`config.mk`:
```
export PLATFORM = sky130hd
export DESIGN_NAME = mem_port_arbiter
export DESIGN_NICKNAME = d
export VERILOG_FILES = /design/src/rtl/mem_port_arbiter.sv
export SDC_FILE = /design/constraint.sdc
export NUM_CORES = 1
export LEC_CHECK = 0
export ABC_AREA = 1
export BUFFER_PORTS_ARGS = -buffer_cell sky130_fd_sc_hd__buf_4
export CELL_PAD_IN_SITES_DETAIL_PLACEMENT = 1
export CELL_PAD_IN_SITES_GLOBAL_PLACEMENT = 2
export CORE_UTILIZATION = 21
export DETAILED_ROUTE_END_ITERATION = 8
export PLACE_DENSITY = 0.75
export SYNTH_ARGS = -nofsm -noshare
export SYNTH_HDL_FRONTEND = slang
export SYNTH_SLANG_ARGS = --single-unit
```
`constraint.sdc`:
```
create_clock -name clk -period 1.25 [get_ports clk]
set_input_delay 0.1875 -clock clk [delete_from_list [all_inputs] [get_ports clk]]
set_output_delay 0.1875 -clock clk [all_outputs]
set_load 0.005 [all_outputs]
```
`src/rtl/mem_port_arbiter.sv`:
```
// Single-port SRAM arbiter shared by the instruction fetch and data memory ports.
// A three-state FSM (IDLE -> ACCESS -> RESP) serves one transfer at a time.
// Each transfer holds the SRAM for WAIT_CYCLES cycles, then pulses the owner's ready.
// WAIT_CYCLES must lie in 1..7 because the wait counter is three bits wide.
module mem_port_arbiter #(
    parameter int WAIT_CYCLES = 2
) (
    input  logic        clk,
    input  logic        rst,
    input  logic        if_req,
    input  logic [31:0] if_addr,
    output logic        if_ready,
    output logic [31:0] if_rdata,
    input  logic        dm_rd_req,
    input  logic        dm_wr_req,
    input  logic [31:0] dm_addr,
    input  logic [31:0] dm_wdata,
    output logic        dm_ready,
    output logic [31:0] dm_rdata,
    output logic        freeze_if,
    output logic        freeze_pipe,
    output logic        sram_en,
    output logic        sram_we,
    output logic [31:0] sram_addr,
    output logic [31:0] sram_wdata,
    input  logic [31:0] sram_rdata
);

    typedef enum logic [1:0] {
        IDLE   = 2'd0,
        ACCESS = 2'd1,
        RESP   = 2'd2
    } state_t;

    // Counter value seen in the final SRAM access cycle.
    localparam logic [2:0] LAST_CNT = 3'(WAIT_CYCLES - 1);

    state_t      state_q, state_d;
    logic [2:0]  cnt_q, cnt_d;
    logic        last_dm_q, last_dm_d;   // previous grant went to the data port
    logic        gnt_dm_q, gnt_dm_d;     // current transfer belongs to the data port
    logic        wr_q, wr_d;             // current transfer is a write
    logic [29:0] addr_q, addr_d;         // latched word address
    logic [31:0] wdata_q, wdata_d;
    logic [31:0] if_rdata_q, if_rdata_d;
    logic [31:0] dm_rdata_q, dm_rdata_d;
    logic        if_ready_q, if_ready_d;
    logic        dm_ready_q, dm_ready_d;

    logic        dm_req;
    logic        pick_dm;

    // Byte-offset bits are irrelevant to a word-wide SRAM.
    logic        unused_byte_bits;
    assign unused_byte_bits = &{1'b0, if_addr[1:0], dm_addr[1:0]};

    assign dm_req = dm_rd_req | dm_wr_req;

    // Data wins unless fetch is also waiting and data had the previous grant.
    assign pick_dm = dm_req & ~(if_req & last_dm_q);

    // State and datapath registers; reset aborts any transfer in flight.
    always_ff @(posedge clk) begin
        if (!rst) begin
            state_q    <= IDLE;
            cnt_q      <= 3'd0;
            last_dm_q  <= 1'b0;
            gnt_dm_q   <= 1'b0;
            wr_q       <= 1'b0;
            addr_q     <= 30'd0;
            wdata_q    <= 32'd0;
            if_rdata_q <= 32'd0;
            dm_rdata_q <= 32'd0;
            if_ready_q <= 1'b0;
            dm_ready_q <= 1'b0;
        end else begin
            state_q    <= state_d;
            cnt_q      <= cnt_d;
            last_dm_q  <= last_dm_d;
            gnt_dm_q   <= gnt_dm_d;
            wr_q       <= wr_d;
            addr_q     <= addr_d;
            wdata_q    <= wdata_d;
            if_rdata_q <= if_rdata_d;
            dm_rdata_q <= dm_rdata_d;
            if_ready_q <= if_ready_d;
            dm_ready_q <= dm_ready_d;
        end
    end

    // Next-state logic: grant in IDLE, count SRAM cycles in ACCESS, release in RESP.
    always_comb begin
        state_d    = state_q;
        cnt_d      = cnt_q;
        last_dm_d  = last_dm_q;
        gnt_dm_d   = gnt_dm_q;
        wr_d       = wr_q;
        addr_d     = addr_q;
        wdata_d    = wdata_q;
        if_rdata_d = if_rdata_q;
        dm_rdata_d = dm_rdata_q;
        if_ready_d = 1'b0;
        dm_ready_d = 1'b0;

        case (state_q)
            IDLE: begin
                if (if_req | dm_req) begin
                    gnt_dm_d  = pick_dm;
                    last_dm_d = pick_dm;
                    cnt_d     = 3'd0;
                    state_d   = ACCESS;
                    if (pick_dm) begin
                        addr_d  = dm_addr[31:2];
                        wdata_d = dm_wdata;
                        // A simultaneous read and write request is a write.
                        wr_d    = dm_wr_req;
                    end else begin
                        addr_d  = if_addr[31:2];
                        wr_d    = 1'b0;
                    end
                end
            end
            ACCESS: begin
                cnt_d = cnt_q + 3'd1;
                if (cnt_q == LAST_CNT) begin
                    state_d = RESP;
                    if (!wr_q) begin
                        if (gnt_dm_q) begin
                            dm_rdata_d = sram_rdata;
                        end else begin
                            if_rdata_d = sram_rdata;
                        end
                    end
                    // Ready is registered so it is high exactly during RESP.
                    if_ready_d = ~gnt_dm_q;
                    dm_ready_d = gnt_dm_q;
                end
            end
            RESP: begin
                // Always return to IDLE so a new grant costs one arbitration cycle.
                state_d = IDLE;
            end
            default: begin
                state_d = IDLE;
            end
        endcase
    end

    assign sram_en     = (state_q == ACCESS);
    assign sram_we     = (state_q == ACCESS) & wr_q;
    assign sram_addr   = {addr_q, 2'b00};
    assign sram_wdata  = wdata_q;

    assign if_ready    = if_ready_q;
    assign dm_ready    = dm_ready_q;
    assign if_rdata    = if_rdata_q;
    assign dm_rdata    = dm_rdata_q;

    assign freeze_if   = if_req & ~if_ready_q;
    assign freeze_pipe = dm_req & ~dm_ready_q;

endmodule

```
# Yosys cells after proc, flatten, opt, wreduce, memory -nomap -nowiden
# Cells that the tools add are included.
# W data, S select, Z words.
# totals
regBits,135
elab_cells,43
# op_classes
add_sub_neg,1
n_eq_ne,4
mux,7
bitwise_logic,12
reduce_logical,9
# op_table
cell,n
$mux W30,1
$reduce_and A4 Y1,2
$pmux W3 S2,1
$reduce_and A2 Y1,3
$reduce_and A3 Y1,2
$and A1 B1 Y1,5
$not A1 Y1,5
$mux W2,2
$pmux W2 S2,1
$add A3 B1 Y3 const B,1
$eq A3 B1 Y1 const B,1
$mux W3,1
$eq A2 B1 Y1 const B,1
$logic_not A2 Y1,1
$ne A2 B1 Y1 const B,1
$ne A2 B2 Y1 const B,1
$or A1 B1 Y1,2
$reduce_bool A2 Y1,1
$mux W1,1

# Depth between registers and ports, before layout
# logic_depth
depth_word,4
depth_mapped,8

# Least setup slack after synthesis
# Ideal clock, no wire load.
# synth_path
path_type,reg2reg
startpoint,reg cnt_q[0]
endpoint,"reg dm_rdata_q[23], in the netlist dm_rdata[23]"
setup_ps,113
arrival_time_ps,1197
t_required_ps,1137
setup_slack_ps,-60
stages_incl_launch_ff,8
n_path_buf,1
synth_period_minus_slack_ps,1310
path_cell_list,dfxtp_1 -> ha_1 -> nand3_1 -> nor2_8 -> buf_6 -> nand2_1 -> nand2_1 -> nor2_1
# synth_via
elab_chain_len,2
# synth_lines
element,line_no,text
from (decl),39,"logic [2:0] cnt_q, cnt_d;"
from (signal assigned),78,cnt_q <= cnt_d;
$eq A3 B1 Y1,125,if (cnt_q == LAST_CNT) begin
$reduce_and A4 Y1 (no source line),--,
to (signal assigned),85,dm_rdata_q <= dm_rdata_d;
to (decl),46,"logic [31:0] dm_rdata_q, dm_rdata_d;"
# Every way passes these cells.
# A chain may end at the register's enable or synchronous reset.

# Final worst setup path
# layout_path
startpoint,reg state_q[1]
endpoint,"reg if_rdata_q[9], in the netlist if_rdata[9]"
# layout_via
elab_chain_len,2
# layout_lines
element,line_no,text
from (decl),38,"state_t state_q, state_d;"
from (signal assigned),77,state_q <= state_d;
$eq A2 B1 Y1,105,case (state_q)
$reduce_and A4 Y1 (no source line),--,
to (signal assigned),84,if_rdata_q <= if_rdata_d;
to (decl),45,"logic [31:0] if_rdata_q, if_rdata_d;"
# Every way passes these cells.

==> metrics <==
status=finished, violations left; violated checks=negative setup slack; DRC violations left=0; post-synthesis register bit count=between 100 and 150; Ports=267; Die H=about 170 µm; Placer Congestion=0.719; drt first-iter violations=roughly 190; clock-pin slew on the worst setup and hold paths=roughly 0.06 ns; most common cell in the netlist=nand2_1; Final ANT Viol Nets=0; Worst setup SP type=flop; Setup-failing EPs final=approximately 110; TritonCTS Buffers=17; hold depth=3; Netlist Area Pre-Place=approximately 0.0060 mm²; Crit Reg-Reg Startpoint=state_q[1]; largest net degree at the start of global routing=71; final hold vios=0; Post-DP HPWL=about 14 mm; Avg Cell Area, Syn=around 6.3 µm²; Ant. Diodes=0; Synth Warn #=0; Die W=approximately 170 µm; Pre-Repair DR Iteration Count=4; initial antenna violation count=0; Max Freq=between 0.7 and 0.8 GHz; cell taking the most area after synthesis=dfxtp_1; Max Slew Vio Count=0; CTS Root Cell=clkbuf_16; number of synthesized flops with an enable pin=0; # port buffers=260; row count=between 60 and 70; worst skew pair latency=0.42 ns; Vias per Instance=3.91; CTS Sinks=between 100 and 150; global-route congestion overflow total=0; Cell variety after synth=25; area delta synth->final=73.2%; clock share of power=about 41%; CTS tree=yes; Final WS setup=-0.155 ns; RSZ-0062 raised after global routing=yes; hold slack=0.0241 ns; CP startpoint=state_q[1]; Final Critical Period=around 1.4 ns; Async SR Flop Fraction=0%; internal power=9.85 mW; CTS H-tree depth=4; Max Fanout on Critical Path=8; Psw=around 3.8 mW; FF-to-FF path depth=9; Hold Crit Start=dm_wdata[9]; layout cell share with drive strength beyond 1=a little over a third; Max Root-Sink Buffers=2; worst vdd ir=700 µV; final WL=approximately 22 mm; GRT Total Usage=between 10 and 15%; max-cap violations=0; critical path type=flop to flop; Crit. End Element=flop; sequential share of the synthesized area=~45%; synth top area cells=dfxtp_1 (45%), nand2_1 (20%), nor2_1 (18%); Sw Share=28.0%; Worst Clk Skew=approximately 0.013 ns; Initial Utilization=a little over a fifth; Fillers=about 3500; Logic pwr share=between 20% and 30%; utilization of the core after routing=between 30 and 40%; die area=~0.029 mm²; Leak=about 5.5 nW; core area=around 0.028 mm²; Seq pwr share=between 30% and 40%; Synth top cells by count=nand2_1 (326), nor2_1 (288), dfxtp_1 (135); worst hold path class=primary input to flop; pwr dens=approximately 1300 mW/mm²; Final period util=112%; share of the synthesized area in the top cell type=a little under half; number of global-route vias before repair=between 6000 and 7000; Mapped Cells=around 960; global-route wire length before repair=roughly 33 mm; Layout Nets=1399; Avg WL per Cell=13.3 µm; Worst Path Arrival=approximately 1.7 ns; Post-synth top flop=dfxtp_1; CP Data Required Time=approximately 1.6 ns; Via Count=6461
-- metrics by stage --
stage,instance area (µm²),power (mW),setup TNS [ns],instances,worst slack (ns)
finish,10400,13.7,-8.00,1654,-0.155
global route,10400,14.5,-19.47,1654,-0.236
CTS,9820,13.7,-9.15,1648,-0.196
detailed placement,8430,7.67,-10.07,1570,-0.153
global placement,8430,7.63,-8.00,1570,-0.124
floorplan,6010,6.30,-1.89,957,-0.0342
-- sequential cells by signal, summed over array words and instances (netlist names) --
signal	count
dm_rdata	32
if_rdata	32
sram_wdata	32
addr_q	30
cnt_q	3
state_q	2
dm_ready	1
gnt_dm_q	1
if_ready	1
wr_q	1
-- path summary, 6_finish.rpt --
| kind | endpoint | slack, ns |
|---|---|---|
| worst max-delay path | if_rdata[9] | -0.16 |
| worst min register to register | if_rdata[8] | 0.47 |
| worst max register to register | if_rdata[9] | -0.16 |
| worst min-delay path | sram_wdata[9] | 0.02 |
-- metal layers --
layer,GRT usage (%),up-vias,share of wire [%]
met1,18.0,2920,44
met4,4.08,0,1.0
li1,-,3362,-
met5,0,-,0
met2,23.9,162,47
met3,5.11,17,8.1
-- cell families after synthesis --
| group | share of synthesized area (%) |
|---|---|
| simple gates | 40.5 |
| buf+inv | 13.4 |
| flops | 45.0 |
| compound gates | 0.646 |
| fa+ha+maj | 0.417 |
| other cells | 0.0625 |
-- placed cells by master (no fill, tap or decap), types with 5 or more instances in the layout --
master / netlist / layout
clkbuf_16: 0 / 22
nand2_4: 1 / 33
nor2_4: 1 / 10
buf_12: 0 / 16
dlygate4sd3_1: 0 / 28
buf_4: 2 / 269
dfxtp_1: 135 / 131
nand2_2: 2 / 55
buf_6: 12 / 9
nand2_1: 326 / 240
nor2_2: 1 / 13
inv_1: 133 / 131
nor2_1: 288 / 267
bufinv_16: 0 / 5
-- critical path, cell delays in order, from the launching register on --
cell and delay [ns]:
dfxtp_1 0.33, nor2_4 0.13, buf_6 0.12, nand2_8 0.07
nor2_8 0.19, buf_12 0.15, clkbuf_16 0.17, nand2_2 0.05
nand2_1 0.06, nor2_1 0.05
-- cell type report --
type                       count  area [µm²]  share of cell area [%]
timing repair buffer         335        3020                    29.0
clock inverter                12         201                    1.94
inverter                     135         514                    4.94
clock buffer                  19         443                    4.26
sequential                   135        2710                    26.0
multi-input combinational    640        3050                    29.3
tap                          378         473                    4.55
-- power by group through the flow --
stage	clock, mW	sequential, mW	combinational [mW]
2_1_floorplan	0	5.00	1.30
3_3_place_gp	0	4.97	2.66
3_5_place_dp	0	4.99	2.68
4_1_cts	5.80	4.90	3.04
5_1_grt	6.00	4.95	3.56
6_report	5.62	4.91	3.15
-- timing repair --
item,in CTS,in global routing
cloned,8,6
pin swaps,4,38
endpoints found under the hold margin,28,0
hold buffers,28,0
setup endpoints to repair,107,136
gates resized for setup,35,158
setup buffers,11,3
Power figures use the tool's default switching activity.
